<file path="src/rtl/desc_bank_writer_if.sv">
// desc_bank_writer_if: element stream in, descriptor bank write port and status out
interface desc_bank_writer_if #(
  parameter int ELEM_WIDTH = 10,
  parameter int NUM_ELEMS  = 128,
  parameter int ADDR_WIDTH = 5
);
  logic                             clear;
  logic                             in_valid;
  logic [ELEM_WIDTH-1:0]            in_elem;
  logic                             in_last;
  logic                             in_ready;
  logic [ELEM_WIDTH*NUM_ELEMS-1:0]  mem_data;
  logic [ADDR_WIDTH-1:0]            mem_addr;
  logic                             mem_we;
  logic [ADDR_WIDTH:0]              count;
  logic                             full;
  logic                             err;
  modport master (
    output clear, in_valid, in_elem, in_last,
    input  in_ready, mem_data, mem_addr, mem_we, count, full, err
  );
  modport slave (
    input  clear, in_valid, in_elem, in_last,
    output in_ready, mem_data, mem_addr, mem_we, count, full, err
  );
endinterface

</file>
<file path="src/rtl/desc_bank_writer.sv">
// desc_bank_writer: packs a serial element stream into one wide word and writes it to the descriptor bank
module desc_bank_writer #(
  parameter int ELEM_WIDTH = 10,
  parameter int NUM_ELEMS  = 128,
  parameter int ADDR_WIDTH = 5
) (
  input logic               clk,
  input logic               rst,
  desc_bank_writer_if.slave bus
);
  localparam int EW = $clog2(NUM_ELEMS);
  localparam logic [EW-1:0] LAST_E = EW'(NUM_ELEMS - 1);
  localparam logic [ADDR_WIDTH:0] CAP_M1 = (ADDR_WIDTH+1)'((2 ** ADDR_WIDTH) - 1);
  typedef enum logic [1:0] {FILL, WRITE, FULL} state_t;
  state_t                          state_q, state_d;
  logic [EW-1:0]                   e_q;
  logic [ELEM_WIDTH*NUM_ELEMS-1:0] pack_q;
  logic [ADDR_WIDTH-1:0]           ptr_q;
  logic [ADDR_WIDTH:0]             count_q;
  logic                            err_q;
  logic                            acc, is_end, bad;
  // accept decode and framing check against the current element index
  always_comb begin
    acc    = bus.in_valid && state_q == FILL;
    is_end = e_q == LAST_E;
    bad    = acc && (bus.in_last != is_end);
  end
  // state register
  always_ff @(posedge clk or posedge rst) begin
    if (rst) state_q <= FILL;
    else     state_q <= state_d;
  end
  // next state: clear wins, a well-framed final element enters WRITE, WRITE lasts one cycle
  always_comb begin
    state_d = bus.clear                       ? FILL :
              (acc && is_end && bus.in_last)  ? WRITE :
              state_q == WRITE                ? (count_q == CAP_M1 ? FULL : FILL) :
              state_q;
  end
  // outputs are pure decodes of registered state; clear suppresses a pending write
  always_comb begin
    bus.in_ready = state_q == FILL;
    bus.mem_we   = state_q == WRITE && !bus.clear;
    bus.full     = state_q == FULL;
    bus.mem_addr = ptr_q;
    bus.mem_data = pack_q;
    bus.count    = count_q;
    bus.err      = err_q;
  end
  // packing, element index, write pointer, descriptor count and sticky error
  always_ff @(posedge clk or posedge rst) begin
    if (rst) begin
      e_q     <= '0;
      pack_q  <= '0;
      ptr_q   <= '0;
      count_q <= '0;
      err_q   <= 1'b0;
    end else if (bus.clear) begin
      e_q     <= '0;
      ptr_q   <= '0;
      count_q <= '0;
      err_q   <= 1'b0;
    end else begin
      if (acc) begin
        pack_q[e_q*ELEM_WIDTH +: ELEM_WIDTH] <= bus.in_elem;
        e_q <= (bad || is_end) ? '0 : e_q + 1'b1;
      end
      if (bad) err_q <= 1'b1;
      if (state_q == WRITE) begin
        ptr_q   <= ptr_q + 1'b1;
        count_q <= count_q + 1'b1;
      end
    end
  end
endmodule

</file>
<file path="src/flat_wrapper.sv">
// flat-port wrapper written by rule: the top's interface ports become plain ports
module desc_bank_writer_flat 
#(
  parameter int ELEM_WIDTH = 10,
  parameter int NUM_ELEMS  = 128,
  parameter int ADDR_WIDTH = 5
)
  (clk, rst, bus_clear, bus_in_valid, bus_in_elem, bus_in_last, bus_in_ready, bus_mem_data, bus_mem_addr, bus_mem_we, bus_count, bus_full, bus_err);
  desc_bank_writer_if #(.ELEM_WIDTH(ELEM_WIDTH), .NUM_ELEMS(NUM_ELEMS), .ADDR_WIDTH(ADDR_WIDTH)) bus_i ();
  input logic clk;
  input logic rst;
  input wire logic [$bits(bus_i.clear)-1:0] bus_clear;
  input wire logic [$bits(bus_i.in_valid)-1:0] bus_in_valid;
  input wire logic [$bits(bus_i.in_elem)-1:0] bus_in_elem;
  input wire logic [$bits(bus_i.in_last)-1:0] bus_in_last;
  output wire logic [$bits(bus_i.in_ready)-1:0] bus_in_ready;
  output wire logic [$bits(bus_i.mem_data)-1:0] bus_mem_data;
  output wire logic [$bits(bus_i.mem_addr)-1:0] bus_mem_addr;
  output wire logic [$bits(bus_i.mem_we)-1:0] bus_mem_we;
  output wire logic [$bits(bus_i.count)-1:0] bus_count;
  output wire logic [$bits(bus_i.full)-1:0] bus_full;
  output wire logic [$bits(bus_i.err)-1:0] bus_err;
  assign bus_i.clear = bus_clear;
  assign bus_i.in_valid = bus_in_valid;
  assign bus_i.in_elem = bus_in_elem;
  assign bus_i.in_last = bus_in_last;
  assign bus_in_ready = bus_i.in_ready;
  assign bus_mem_data = bus_i.mem_data;
  assign bus_mem_addr = bus_i.mem_addr;
  assign bus_mem_we = bus_i.mem_we;
  assign bus_count = bus_i.count;
  assign bus_full = bus_i.full;
  assign bus_err = bus_i.err;
  desc_bank_writer #(.ELEM_WIDTH(ELEM_WIDTH), .NUM_ELEMS(NUM_ELEMS), .ADDR_WIDTH(ADDR_WIDTH)) u_core (.clk(clk), .rst(rst), .bus(bus_i));
endmodule
</file>
<file path="config.mk">
export PLATFORM = sky130hd
export DESIGN_NAME = desc_bank_writer_flat
export DESIGN_NICKNAME = d
export VERILOG_FILES = /design/src/rtl/desc_bank_writer_if.sv /design/src/rtl/desc_bank_writer.sv /design/src/flat_wrapper.sv
export SDC_FILE = /design/constraint.sdc
export NUM_CORES = 2
export LEC_CHECK = 0
export BUFFER_PORTS_ARGS = -buffer_cell sky130_fd_sc_hd__buf_2
export CORE_AREA = 3 3 507 509
export CTS_CLUSTER_DIAMETER = 150
export DETAILED_ROUTE_END_ITERATION = 16
export DIE_AREA = 0 0 510 512
export SKIP_CTS_REPAIR_TIMING = 1
export SLEW_MARGIN = 10
export SYNTH_ARGS = -nofsm -noshare
export SYNTH_HDL_FRONTEND = slang
export SYNTH_SLANG_ARGS = --single-unit
export TNS_END_PERCENT = 30
</file>
<file path="constraint.sdc">
create_clock -name clk -period 57.7 [get_ports clk]
set_input_delay 2.885 -clock clk [delete_from_list [all_inputs] [get_ports clk]]
set_output_delay 2.885 -clock clk [all_outputs]
set_load 0.02 [all_outputs]
</file>
==> results by group <==
Power
  – Sequential power share: 44.2%
  – Clock power share: 47.9%
  – P_leak: 0.0369 µW
  – Sw frac: 27.3%
  – Combinational Power Share: 7.8%
  – Cell-internal power: 1510 µW
  – Worst IR Drop VDD: 0.0000313 V
  – NetSw: 566 µW
  – Power Density: 28.7 nW/µm²

GRT
  – Initial antenna violation count: 37
  – Grt ovf: 0
  – Largest net degree at the start of global routing: 173
  – GRT Util Overall: 21.8%
  – Vias in the first global route: 46200
  – First-pass GRT wire length: 397 mm

Logic synthesis
  – Synthesized flop and latch total: 1301
  – Post-Synth Simple-Gate Area: 9.36%
  – Synth Instances: 4457
  – Mapped Area: 55800 µm²
  – Largest family of logic cells by synthesized area: multiplexers
  – Cell taking the most area after synthesis: dfrtp_1
  – Post-synthesis compound-gate area fraction: 5.82%
  – Synth cell count leaders: dfrtp_1 (1301), mux2_2 (1127), nor2_1 (552)
  – Synth Flop Type: dfrtp_1
  – Adder-cell share of the synthesized area: 0.372%
  – Post-synthesis mux area share: 23.2%
  – Top cells by area, synth: dfrtp_1 (58%), mux2_2 (23%), nor2_1 (3.7%)
  – Unique masters post-synth: 83
  – Yosys top cell area share: 58.3%
  – Register area share after synthesis: 58.3%
  – Post-Syn Nets: 4488
  – YS warnings: 0
  – Post-Syn Area per Cell: 12.5 µm²
  – Most frequent cell after synthesis: dfrtp_1
  – Async SR Flop Fraction: 100%
  – XOR/XNOR Fraction of Synth Area: 0.594%
  – Number of enable flip-flop cells after synthesis: 0

Critical path
  – R2r endpoint: u_core.bus.mem_data[687]$_DFFE_PP0P_
  – CP Capture Type: flip-flop
  – Startpoint Class: flip-flop
  – Arrival @ worst endpoint: 8.45 ns
  – Critical path class: flip-flop to flip-flop
  – WP buf/inv: 2
  – Slowest stage cell, crit path: nor2_1
  – RR Startpoint: u_core.e_q[0]$_DFFE_PP0P_
  – Top delay family on crit path: simple AND/OR/NAND/NOR gates
  – Reg2Reg Depth: 14
  – CP most frequent cell: ha_1
  – CP max stage delay: 1.16 ns
  – CP required: 58.34 ns
  – CP Cell Sequence: ha_1 -> ha_1 -> fa_1 -> xnor2_1 -> nand3_1 -> o21bai_4 -> nor3_1 -> ha_1 -> clkinv_1 -> nor2_1 -> nand3_4 -> buf_4 -> nor3_1 -> mux2_2
  – Top fanout value on the critical path: 40
  – R2R Setup Slk: 49.89 ns

Floorplan
  – Die area: 261000 µm²
  – Die span in x: 510 µm
  – Core area: 253000 µm²
  – # rows: 185
  – I/O pin cnt: 1310
  – Initial cell density of the core: 22.0%
  – Die span in y: 512 µm

Clock tree
  – Maximum clock path buffer count: 3
  – CTS tree: done
  – Later-pin clock latency in the skew report: 0.81 ns
  – H-tree level count: 4
  – CTS buffer count: 148
  – CTS Root Cell: clkbuf_16
  – CTS clk-pin slew, worst paths: 0.06 ns
  – Clk sinks: 1301

Detailed routing
  – Final wirelength: 295 mm
  – Routed Antenna Nets: 0
  – DR DRC count: 0
  – Vias per cell: 4.84
  – Drt pass-1 iters: 6
  – DRT iter0 DRCs: 3741
  – WL/cell: 31.9 µm
  – Vias post-DR: 44800

Worst hold path
  – Hold Path Class: flip-flop to flip-flop
  – Hold path depth: 2
  – Hold Path Sink: u_core.bus.mem_data[1]$_DFFE_PP0P_
  – HP Start: u_core.bus.mem_data[1]$_DFFE_PP0P_

Timing
  – Fin worst setup slack: 49.89 ns
  – Peak Freq: 128 MHz
  – Final hold vios: 0
  – Setup Viol. Count Final: 0
  – Max Clock Skew: 0.0525 ns
  – Post-route setup TNS: 0 ns
  – Unrepaired setup endpoints after global routing: no
  – Max-slew headroom: 13.6%
  – Fin crit share: 13.5%
  – Fin. max-slew vios: 0
  – Fin crit period: 7.81 ns
  – Worst-margin pin slew: 1.30 ns
  – Final hold slack: 0.486 ns

Cells and area
  – Share of layout cells above drive strength 1: 50.0%
  – Design area: 72100 µm²
  – Final #Nets: 5784
  – Syn-to-layout area delta: 29.1%
  – # fillers: 26300

Placed design
  – IO buf count: 1309
  – HPWL Detailed: 223 mm
  – Gpl congestion: 0.910
  – Setup WS pre-CTS: 49.97 ns
  – Post-DP Area: 66900 µm²

Run
  – Max_cap viols: 0

Outcome
  – Outcome: completed
layout make-up:
| class | count | area, µm² | share of cell area, % |
|---|---|---|---|
| Antenna cell | 18 | 45.0 | 0.0625 |
| Clock buffer | 205 | 4300 | 5.97 |
| Clock inverter | 60 | 866 | 1.20 |
| Inverter | 25 | 101 | 0.141 |
| Multi-Input combinational cell | 2840 | 22400 | 31.1 |
| Sequential cell | 1301 | 32600 | 45.2 |
| Tap cell | 3366 | 4210 | 5.84 |
| Timing Repair Buffer | 1437 | 7550 | 10.5 |
power by group through the flow:
stage / Combinational (µW) / Clock [µW] / Sequential, µW
4_1_cts: 164 / 1010 / 916
3_3_place_gp: 162 / 0 / 933
6_report: 162 / 993 / 917
5_1_grt: 170 / 1050 / 916
2_1_floorplan: 69.6 / 0 / 938
3_5_place_dp: 164 / 0 / 933
routing by layer:
| metal | share of wire [%] | track usage, % | up-vias |
|---|---|---|---|
| met5 | 0.0027 | 0 | - |
| met4 | 5.9 | 11.4 | 2 |
| met3 | 8.5 | 6.14 | 568 |
| met2 | 48 | 37.1 | 2394 |
| met1 | 37 | 24.7 | 23300 |
| li1 | - | - | 18500 |
worst register-to-register path, delay by kind of cell (launching register included):
kind,cells,cell delay [ns]
AND/OR/NAND/NOR,5,3.12
buffers and inverters,2,1.35
adder cells (fa/ha/maj),4,1.35
flip-flops,1,0.73
XOR/XNOR,1,0.38
AO/OA/AOI/OAI,1,0.37
multiplexers,1,0.37
logic make-up after synthesis:
| kind of cell | count (synthesis) |
|---|---|
| muxes | 1149 |
| buffers and inverters | 316 |
| adders and majority gates | 16 |
| DFF | 1301 |
| AOI/OAI and AO/OA | 472 |
| xor gates and xnor gates | 30 |
| and+or+nand+nor | 1173 |
stage by stage:
stage / util (%) / instances / power [µW]
after floorplan: - / 4457 / 1010
after global routing: 28.4 / 9242 / 2140
after global placement: 26.4 / 8969 / 1100
after CTS: 28.4 / 9234 / 2090
after detailed placement: 26.4 / 8969 / 1100
final: 28.4 / 9252 / 2070
worst max path at each step:
stage                               from                                    to  slack [ns]  cells past startpoint
3_5_place_dp   u_core.e_q[0]$_DFFE_PP0P_  u_core.bus.mem_data[687]$_DFFE_PP0P_       49.97                     14
3_3_place_gp   u_core.e_q[0]$_DFFE_PP0P_  u_core.bus.mem_data[686]$_DFFE_PP0P_       50.06                     14
4_1_cts        u_core.e_q[0]$_DFFE_PP0P_  u_core.bus.mem_data[687]$_DFFE_PP0P_       49.89                     14
2_1_floorplan                        rst       u_core.bus.count[0]$_DFFE_PP0P_       18.14                      1
5_1_grt        u_core.e_q[0]$_DFFE_PP0P_  u_core.bus.mem_data[686]$_DFFE_PP0P_       49.52                     14
6_report       u_core.e_q[0]$_DFFE_PP0P_  u_core.bus.mem_data[687]$_DFFE_PP0P_       49.89                     14
sequential cells by signal (all words and copies together), names as in the netlist:
register and cells:
u_core.bus.mem_addr 5, u_core.bus.count 6, u_core.bus.mem_data 1280, u_core.state_q 2, u_core.e_q 7, u_core.bus.err 1
layout by cell type (no fill, tap or decap), types with 8 or more instances in the layout:
cell	Yosys	final
clkbuf_16	0	149
mux2_2	1127	1127
and3_1	10	10
nand3_1	180	176
dfrtp_1	1301	1301
o22a_1	9	9
nand2_1	219	217
or3_1	8	8
diode_2	0	18
nor2_2	12	13
o21ai_0	186	185
nor3_1	79	74
nand2b_1	16	16
a21oi_1	20	18
buf_4	3	125
nor2_1	552	539
nor2b_1	9	8
buf_2	85	1309
nor2_4	3	15
clkbuf_8	0	36
nand4_1	13	13
and2_1	23	21
mux2i_1	19	19
bufinv_16	0	8
o41ai_1	124	124
xor2_1	12	10
xnor2_1	12	9
clkbuf_1	185	20
nor3_2	8	11
ha_1	15	15
clkinv_2	0	25
o31ai_1	18	18
clkinv_16	0	11
o22ai_1	46	42
inv_1	23	22
or2_2	9	9
(Power assumes the default switching activity.)
